$ cat config.mk
export PLATFORM = sky130hd
export DESIGN_NAME = xrr_dispatch
export DESIGN_NICKNAME = d
export VERILOG_FILES = /design/src/rtl/xswitch_pkg.sv /design/src/rtl/xdispatch_pick.sv /design/src/rtl/xrr_dispatch.sv
export SDC_FILE = /design/constraint.sdc
export NUM_CORES = 1
export LEC_CHECK = 0
export CAP_MARGIN = 20
export CORE_ASPECT_RATIO = 0.75
export CORE_MARGIN = 2
export CORE_UTILIZATION = 40
export DETAILED_ROUTE_END_ITERATION = 6
export DONT_BUFFER_PORTS = 1
export GPL_TIMING_DRIVEN = 0
export PLACE_DENSITY = 0.58
export SYNTH_ARGS = -nofsm -noshare
export SYNTH_HDL_FRONTEND = slang
export SYNTH_SLANG_ARGS = --single-unit
export TNS_END_PERCENT = 30
$ cat constraint.sdc
create_clock -name clk -period 1.82 [get_ports clk]
set_clock_uncertainty 0.15 [all_clocks]
set_input_delay 0.273 -clock clk [delete_from_list [all_inputs] [get_ports clk]]
set_output_delay 0.273 -clock clk [all_outputs]
set_load 0.01 [all_outputs]
$ cat src/rtl/xswitch_pkg.sv
// Shared types and defaults for the switch fabric blocks.
// Holds the dispatcher slot-state encoding and the default port count and width.
package xswitch_pkg;

    typedef enum logic {
        EMPTY = 1'b0,
        FULL  = 1'b1
    } slot_state_e;

    localparam int XSW_DEF_N = 4;
    localparam int XSW_DEF_W = 32;

endpackage

$ cat src/rtl/xdispatch_pick.sv
// Combinational round-robin picker: lowest set bit of (cand & mask), else of cand.
// nxt_mask has every bit above the picked index set, so the pointer wraps to 0 after N-1.
module xdispatch_pick
    import xswitch_pkg::*;
#(
    parameter int N = XSW_DEF_N
) (
    input  logic [N-1:0] cand,
    input  logic [N-1:0] mask,
    output logic [N-1:0] pick,
    output logic [N-1:0] nxt_mask
);

    logic [N-1:0] masked;
    logic [N-1:0] src;

    assign masked = cand & mask;
    assign src    = (|masked) ? masked : cand;

    genvar gi;
    generate
        for (gi = 0; gi < N; gi++) begin : g_bit
            if (gi == 0) begin : g_lsb
                assign pick[gi]     = src[gi];
                assign nxt_mask[gi] = 1'b0;
            end else begin : g_upper
                assign pick[gi]     = src[gi] & ~(|src[gi-1:0]);
                // Bit set when the pick lies strictly below this index.
                assign nxt_mask[gi] = |pick[gi-1:0];
            end
        end
    endgenerate

endmodule

$ cat src/rtl/xrr_dispatch.sv
// 1-to-N round-robin dispatcher with a one-entry registered slot.
// Build option: define XDISPATCH_READY_AWARE_EN to skip sinks that are stalled at capture time.
module xrr_dispatch
    import xswitch_pkg::*;
#(
    parameter int N = XSW_DEF_N,
    parameter int W = XSW_DEF_W
) (
    input  logic         clk,
    input  logic         rstn,
    input  logic [N-1:0] sink_en,
    input  logic         s_valid,
    output logic         s_ready,
    input  logic [W-1:0] s_data,
    output logic [N-1:0] m_valid,
    input  logic [N-1:0] m_ready,
    output logic [W-1:0] m_data,
    output logic         busy
);

    slot_state_e  state_q, state_d;
    logic [N-1:0] tgt_q, tgt_d;
    logic [N-1:0] mask_q, mask_d;
    logic [W-1:0] data_q, data_d;
    logic         rdy_q, rdy_d;

    logic [N-1:0] cand;
    logic [N-1:0] pick;
    logic [N-1:0] nxt_mask;
    logic         tgt_ready;
    logic         capture;

`ifdef XDISPATCH_READY_AWARE_EN
    assign cand = (|(sink_en & m_ready)) ? (sink_en & m_ready) : sink_en;
`else
    assign cand = sink_en;
`endif

    xdispatch_pick #(.N(N)) u_pick (
        .cand     (cand),
        .mask     (mask_q),
        .pick     (pick),
        .nxt_mask (nxt_mask)
    );

    assign tgt_ready = |(tgt_q & m_ready);
    assign s_ready   = rdy_q & (|sink_en) & ((state_q == EMPTY) | tgt_ready);
    assign capture   = s_valid & s_ready;

    always_comb begin
        state_d = state_q;
        tgt_d   = tgt_q;
        mask_d  = mask_q;
        data_d  = data_q;
        rdy_d   = 1'b1;
        if (capture) begin
            state_d = FULL;
            tgt_d   = pick;
            data_d  = s_data;
            mask_d  = nxt_mask;
        end else if ((state_q == FULL) && tgt_ready) begin
            state_d = EMPTY;
        end
    end

    always_ff @(posedge clk or negedge rstn) begin
        if (!rstn) begin
            state_q <= EMPTY;
            tgt_q   <= '0;
            mask_q  <= '0;
            data_q  <= '0;
            rdy_q   <= 1'b0;
        end else begin
            state_q <= state_d;
            tgt_q   <= tgt_d;
            mask_q  <= mask_d;
            data_q  <= data_d;
            rdy_q   <= rdy_d;
        end
    end

    assign m_valid = (state_q == FULL) ? tgt_q : '0;
    assign m_data  = data_q;
    assign busy    = (state_q == FULL);

`ifndef SYNTHESIS
    a_onehot: assert property (@(posedge clk) disable iff (!rstn) $onehot0(m_valid));
    // A held beat must not move or change until its sink takes it.
    a_hold: assert property (@(posedge clk) disable iff (!rstn)
        (busy && !tgt_ready) |=> ((m_valid == $past(m_valid)) && (m_data == $past(m_data))));
`endif

endmodule
==> impl_metrics.csv <==
group,metric,value,unit
status,status,"finished with violations",
status,violations,"setup timing",
power,fin_total_pwr,3.31,mW
setup_path,r2r-end,"m_data[7]",
cells_and_area,fin_cells,213,
clock_tree,cts_max_level,2,
yosys,ys_seq_area_share,59.5,%
setup_path,r2r_slack,-0.09,ns
sta,finalCritPeriodShare,105,%
yosys,synth_cell_types,24,
power,p_sw_share,32.4,%
drt,vias_per_cell,5.00,
floorplan,die_area,4740,um^2
hold_path,hold_depth,2,
floorplan,ios,81,
hold_path,min_to,"tgt_q[1]",
flow_run,maxCapViolations,0,
setup_path,worstSetupEndpointType,"flip-flop",
power,pwr_density_cell,1430,nW/um^2
setup_path,crit_path_max_fanout,6,
drt,vias,1065,
yosys,synth_nets,153,
yosys,ys_ff_latch,40,
floorplan,die-width,78.9,um
cells_and_area,finish.net_count,200,
hold_path,hp-class,"input port to flip-flop",
power,power_frac_seq,54.0,%
drt,routedWlPerCell,16.5,um
drt,drt-total-wl,3510,um
power,switching_power,1.07,mW
drt,dr.pass1.iters,5,
setup_path,r2r_cells,6,
cells_and_area,antenna_cells,0,
sta,fin_setup_tns,-2.12,ns
sta,setup_ws,-0.0853,ns
yosys,synthCells,110,
yosys,synth_top_cell_area_share,59.5,%
yosys,syn_area_per_cell,15.3,um^2
clock_tree,clockRootBuffer,"clkbuf_8",
power,combPwrFrac,28.5,%
clock_tree,cts.reportedPaths.clkPinSlew,0.07,ns
sta,period_needed,1.91,ns
power,peakVddDrop,696,uV
clock_tree,cts_buffers,5,
setup_path,crit_arrival,1.92,ns
sta,drv_slew,0,
hold_path,hold_start,"sink_en[1]",
yosys,synth_area,1680,um^2
yosys,yosys-top-cells-count,"40 x dfrtp_1, 29 x mux2_2, 6 x mux2_4",
grt,overflow,0,
placement,dp_cells,165,
cells_and_area,fillers,350,
drt,drcViolationCount,0,
floorplan,core_area,4050,um^2
clock_tree,tritoncts,"yes",
setup_path,reg2reg_from,"tgt_q[1]",
grt,grt_max_degree,41,
cells_and_area,drive_gt1_share,34.2,%
cells_and_area,final_util,57.2,%
floorplan,die_h,60.2,um
setup_path,crit_required,1.83,ns
sta,fmax,525,MHz
yosys,yosys.area.top_type,"dfrtp_1",
yosys,ys.flop_type,"dfrtp_1",
grt,global_route.usage.total,16.0,%
setup_path,critPathLaunchType,"flip-flop",
clock_tree,clk_latency,0.28,ns
power,power_frac_clock,17.6,%
setup_path,crit_type,"flip-flop to flip-flop",
sta,rsz0062_at_grt,"yes",
drt,drt_iter0_markers,44,
power,intPower,2.24,mW
grt,antenna_found_initial,0,
clock_tree,clock-sinks,40,
yosys,synth-edff-count,0,
placement,globalplace.congestion,0.667,
floorplan,rows,20,
placement,place_hpwl,2230,um
grt,grt_pass1_wl,5570,um
grt,grt_pass1_vias,1173,
sta,setup_viol,37,
cells_and_area,syn2layout_area_growth,37.8,%
floorplan,initial_core_util,41.5,%
drt,drtAntennaViolNets,0,
power,p_leak,1.06,nW
clock_tree,cts_buffer_depth,2,
yosys,yosysWarningCount,0,
yosys,yosysMostFrequentCell,"dfrtp_1",
placement,port_buffers,0,
yosys,async_reset_ff_share,100,%
sta,hold_viol_final,0,
yosys,ys_top_cells_by_area,"dfrtp_1 60%, mux2_2 19%, mux2_4 5.4%",
==> worst max-delay path: stages, from the launching register on <==
cell,delay (ns)
dfrtp_1,0.38
a222oi_1,0.31
nand3_1,0.21
nand4_4,0.16
buf_12,0.14
buf_8,0.13
mux2_4,0.30
==> sequential cells by signal (all words and copies together), names as in the netlist <==
signal,flops
mask_q,2
rdy_q,1
busy,1
tgt_q,4
m_data,32
==> cells in the final DEF, fill, tap and decap left out, types with 2 or more instances in the layout <==
cell type / instances
and3_1: 2
nand2_1: 3
mux2_4: 15
nor2_1: 2
mux2_2: 20
a21oi_1: 2
buf_6: 2
buf_12: 4
and2_1: 4
inv_1: 3
dfrtp_1: 40
buf_4: 3
clkbuf_1: 2
dlygate4sd3_1: 33
clkbuf_8: 6
mux2i_1: 3
==> per-layer routing <==
metal  wire length, um  share of wire (%)  vias to the layer above  global-route usage (%)
li1                  -                  -                      479                       -
met1              1390                 40                      525                    18.6
met2              1770                 50                       52                    26.5
met3               284                8.1                        9                    6.19
met4                65                1.9                        0                    7.64
met5                 0                  0                        -                       0
==> cells by family (layout without fill, tap and decap cells) <==
| family | count (synthesis) | count (layout) | synth area share [%] |
|---|---|---|---|
| flip-flops | 40 | 40 | 59.5 |
| multiplexers | 38 | 38 | 26.6 |
| AND/OR/NAND/NOR | 15 | 15 | 5.95 |
| AO/OA/AOI/OAI | 9 | 9 | 3.80 |
| buffers and inverters | 7 | 55 | 3.94 |
| other | 1 | 1 | 0.223 |
==> stage by stage <==
step                      hold slack (ns)  area (um^2)  setup slack, ns
after floorplan                    -0.173         1680          0.00358
after global placement             -0.172         1750          -0.0982
after detailed placement           -0.171         1750           -0.133
after CTS                         0.00939         2320          -0.0902
after global routing               0.0120         2320           -0.162
final                              0.0121         2320          -0.0853
==> worst max-delay path by stage <==
stage | start | to | slack (ns) | cells after the start
CTS | tgt_q[1] | m_data[12] | -0.09 | 6
global placement | tgt_q[1] | m_data[3] | -0.1 | 6
global route | tgt_q[1] | m_data[7] | -0.16 | 6
finish | tgt_q[1] | m_data[7] | -0.09 | 6
floorplan | tgt_q[1] | m_data[1] | 0.004 | 6
detailed placement | tgt_q[3] | m_data[3] | -0.13 | 6
==> area by class of cell <==
type                       count  area [um^2]  share of cell area, %
buffer                         4         55.1                   2.38
sequential                    40         1000                   43.2
tap                           55         68.8                   2.97
multi-input combinational     63          648                   28.0
timing repair buffer          40          443                   19.1
inverter                       3         11.3                  0.486
clock buffer                   8         90.1                   3.89
==> repair_timing <==
action	4_1_cts	5_1_grt
gates resized for setup	14	0
setup endpoints to repair	37	39
cloned	1	0
hold buffers	34	0
buffers inserted	5	0
pin swaps	3	0
hold endpoints to repair	72	0
==> power groups by stage <==
stage	Sequential, mW	Combinational (mW)	Clock, mW
2_1_floorplan	1.69	0.635	0
3_3_place_gp	1.78	0.684	0
3_5_place_dp	1.80	0.717	0
4_1_cts	1.79	0.950	0.604
5_1_grt	1.84	1.03	0.659
6_report	1.79	0.942	0.582
No activity file was read; power rests on OpenSTA's default activity.
==> RTL edit, RTL diff (same flow settings) <==
The package constant `XSW_DEF_W` goes from 32 to 24.
--- a/src/rtl/xswitch_pkg.sv
+++ b/src/rtl/xswitch_pkg.sv
@@ -10,3 +10,3 @@
     localparam int XSW_DEF_N = 4;
-    localparam int XSW_DEF_W = 32;
+    localparam int XSW_DEF_W = 24;
 
Interface: changed (resized m_data and s_data); port bits go from 81 to 65. The function was not compared with the original's and may differ.
==> RTL edit against the unedited design <==
- the flow still finishes with violations (setup timing)
- synthesized area down 17%
- power shrank 17%
- sequential share of layout area up 0.50 points
- setup slack improved by 33 ps
- routed wire length decreased by 17%
- synthesized cell count shrank 12%
- sequential cell count down 8
- via count is 14% lower
- maximum frequency up 1.8%
- design area decreased by 21%
- critical path type unchanged
==> RTL edit: results (changes against the unedited design) <==
{| class="wikitable"
! Metric !! Value
|-
| Run status || finished, violations left
|-
| Violated checks || setup timing
|-
| Global-route track usage on met2 || 0.233 (-0.0317)
|-
| Worst setup slack after layout || -52.1 ps (+33.2 ps)
|-
| Aggregate negative setup slack || -1040 ps (+1090 ps)
|-
| Hold Worst Slack || 14.2 ps (+2.12 ps)
|-
| Fill cells || 255 (-27%)
|-
| Number of library cell types mapped by synthesis || 23 (-4.2%)
|-
| # setup viols final || 24 (-35%)
|-
| Number of multi-input combinational cells in the layout || 56 (-11%)
|-
| Met3 track demand over resource in global routing || 0.0657 (+0.00376)
|-
| Detail-routed via count per cell || 5.32 (+6.4%)
|-
| Power density over cell area || 1500 nW/µm² (+5.0%)
|-
| HPWL reported at the end of detailed placement || 1.86 mm (-17%)
|-
| Non-clk buf share || 0.176 (-0.0390)
|-
| Leakage || 0.799 nW (-24%)
|-
| Largest net degree at the start of global routing || 33 (-20%)
|-
| Delay contributed by the slowest stage of the critical path || 400 ps (+20 ps)
|-
| FF+latch count, synth || 32 (-20%)
|-
| Crit path max-delay family || compound AO/OA/AOI/OAI gates
|-
| Final WL || 2.93 mm (-17%)
|-
| Global-route met1 utilization || 0.190 (+0.00413)
|-
| Leading cell types by count after synthesis || 32 x sky130_fd_sc_hd__dfrtp_1, 18 x sky130_fd_sc_hd__mux2_4, 8 x sky130_fd_sc_hd__o21ai_0
|-
| Weighted congestion reported at the end of routability-driven placement || 0.872 (+31%)
|-
| Clock buffer cells || 6 (-2)
|-
| Routed length on met2 || 1.45 mm (-18%)
|-
| Area after detailed placement || 1450 µm² (-17%)
|-
| Placed Cells || 137 (-17%)
|-
| First-iteration detailed-routing DRC count || 57 (+30%)
|-
| Number of global-route vias before repair || 996 (-15%)
|-
| Total GRT Usage || 0.157 (-0.00261)
|-
| Footprint of the flip-flops and latches || 802 µm² (-20%)
|-
| Placement-stage worst setup slack || -314 ps (-181 ps)
|-
| Count of plain and timing-repair buffers || 32 (-27%)
|-
| First-pass iteration count of the detailed router || 4 (-1)
|-
| Multi-input logic area || 561 µm² (-14%)
|-
| Met1 layer wirelength in the final routing || 1.21 mm (-13%)
|-
| Share of cells above drive strength 1 || 0.308 (-0.0335)
|}
## RTL edit: cell types whose count changed after synthesis, sizes merged, moves of 2 or more
cell   delta
and3      -2
dfrtp     -8
inv       +3
mux2     -11
mux2i     -3
nor2      -2
o21ai     +7
## RTL edit: timing repair
action | in CTS | in global routing
setup buffers | 2 | 0
setup endpoints to repair | 32 | 31
endpoints found under the hold margin | 57 | 1
hold buffers | 26 | 1
pin swaps | 2 | 0
gates resized for setup | 2 | 3
## RTL edit: cells by family (layout without fill, tap and decap cells)
| kind of cell | count (synthesis) | count (layout) | synth area share |
|---|---|---|---|
| other | 1 | 1 | 0.00267 |
| DFF | 32 | 32 | 0.571 |
| AOI/OAI and AO/OA | 20 | 20 | 0.108 |
| buffers and inverters | 9 | 45 | 0.0357 |
| muxes | 24 | 24 | 0.241 |
| and+or+nand+nor | 11 | 11 | 0.0419 |
## RTL edit: report_power, final
| group | switching [mW] | leakage, nW | internal [mW] | total (mW) |
|---|---|---|---|---|
| registers | 0.427 | 0.378 | 1.06 | 1.49 |
| logic | 0.272 | 0.380 | 0.506 | 0.778 |
| clock network | 0.229 | 0.0410 | 0.259 | 0.488 |
## RTL edit: path summary, 6_finish.rpt
kind,from,end,cells after the start
max,tgt_q[3]$_DFFE_PN0P_,m_data[12]$_DFFE_PN0P_,5
min,sink_en[2],tgt_q[2]$_DFFE_PN0P_,2
max reg2reg,tgt_q[3]$_DFFE_PN0P_,m_data[12]$_DFFE_PN0P_,5
min reg2reg,tgt_q[1]$_DFFE_PN0P_,tgt_q[1]$_DFFE_PN0P_,2
max in group asynchronous,rstn,tgt_q[0]$_DFFE_PN0P_,2
min in group asynchronous,rstn,rdy_q$_DFF_PN0_,2
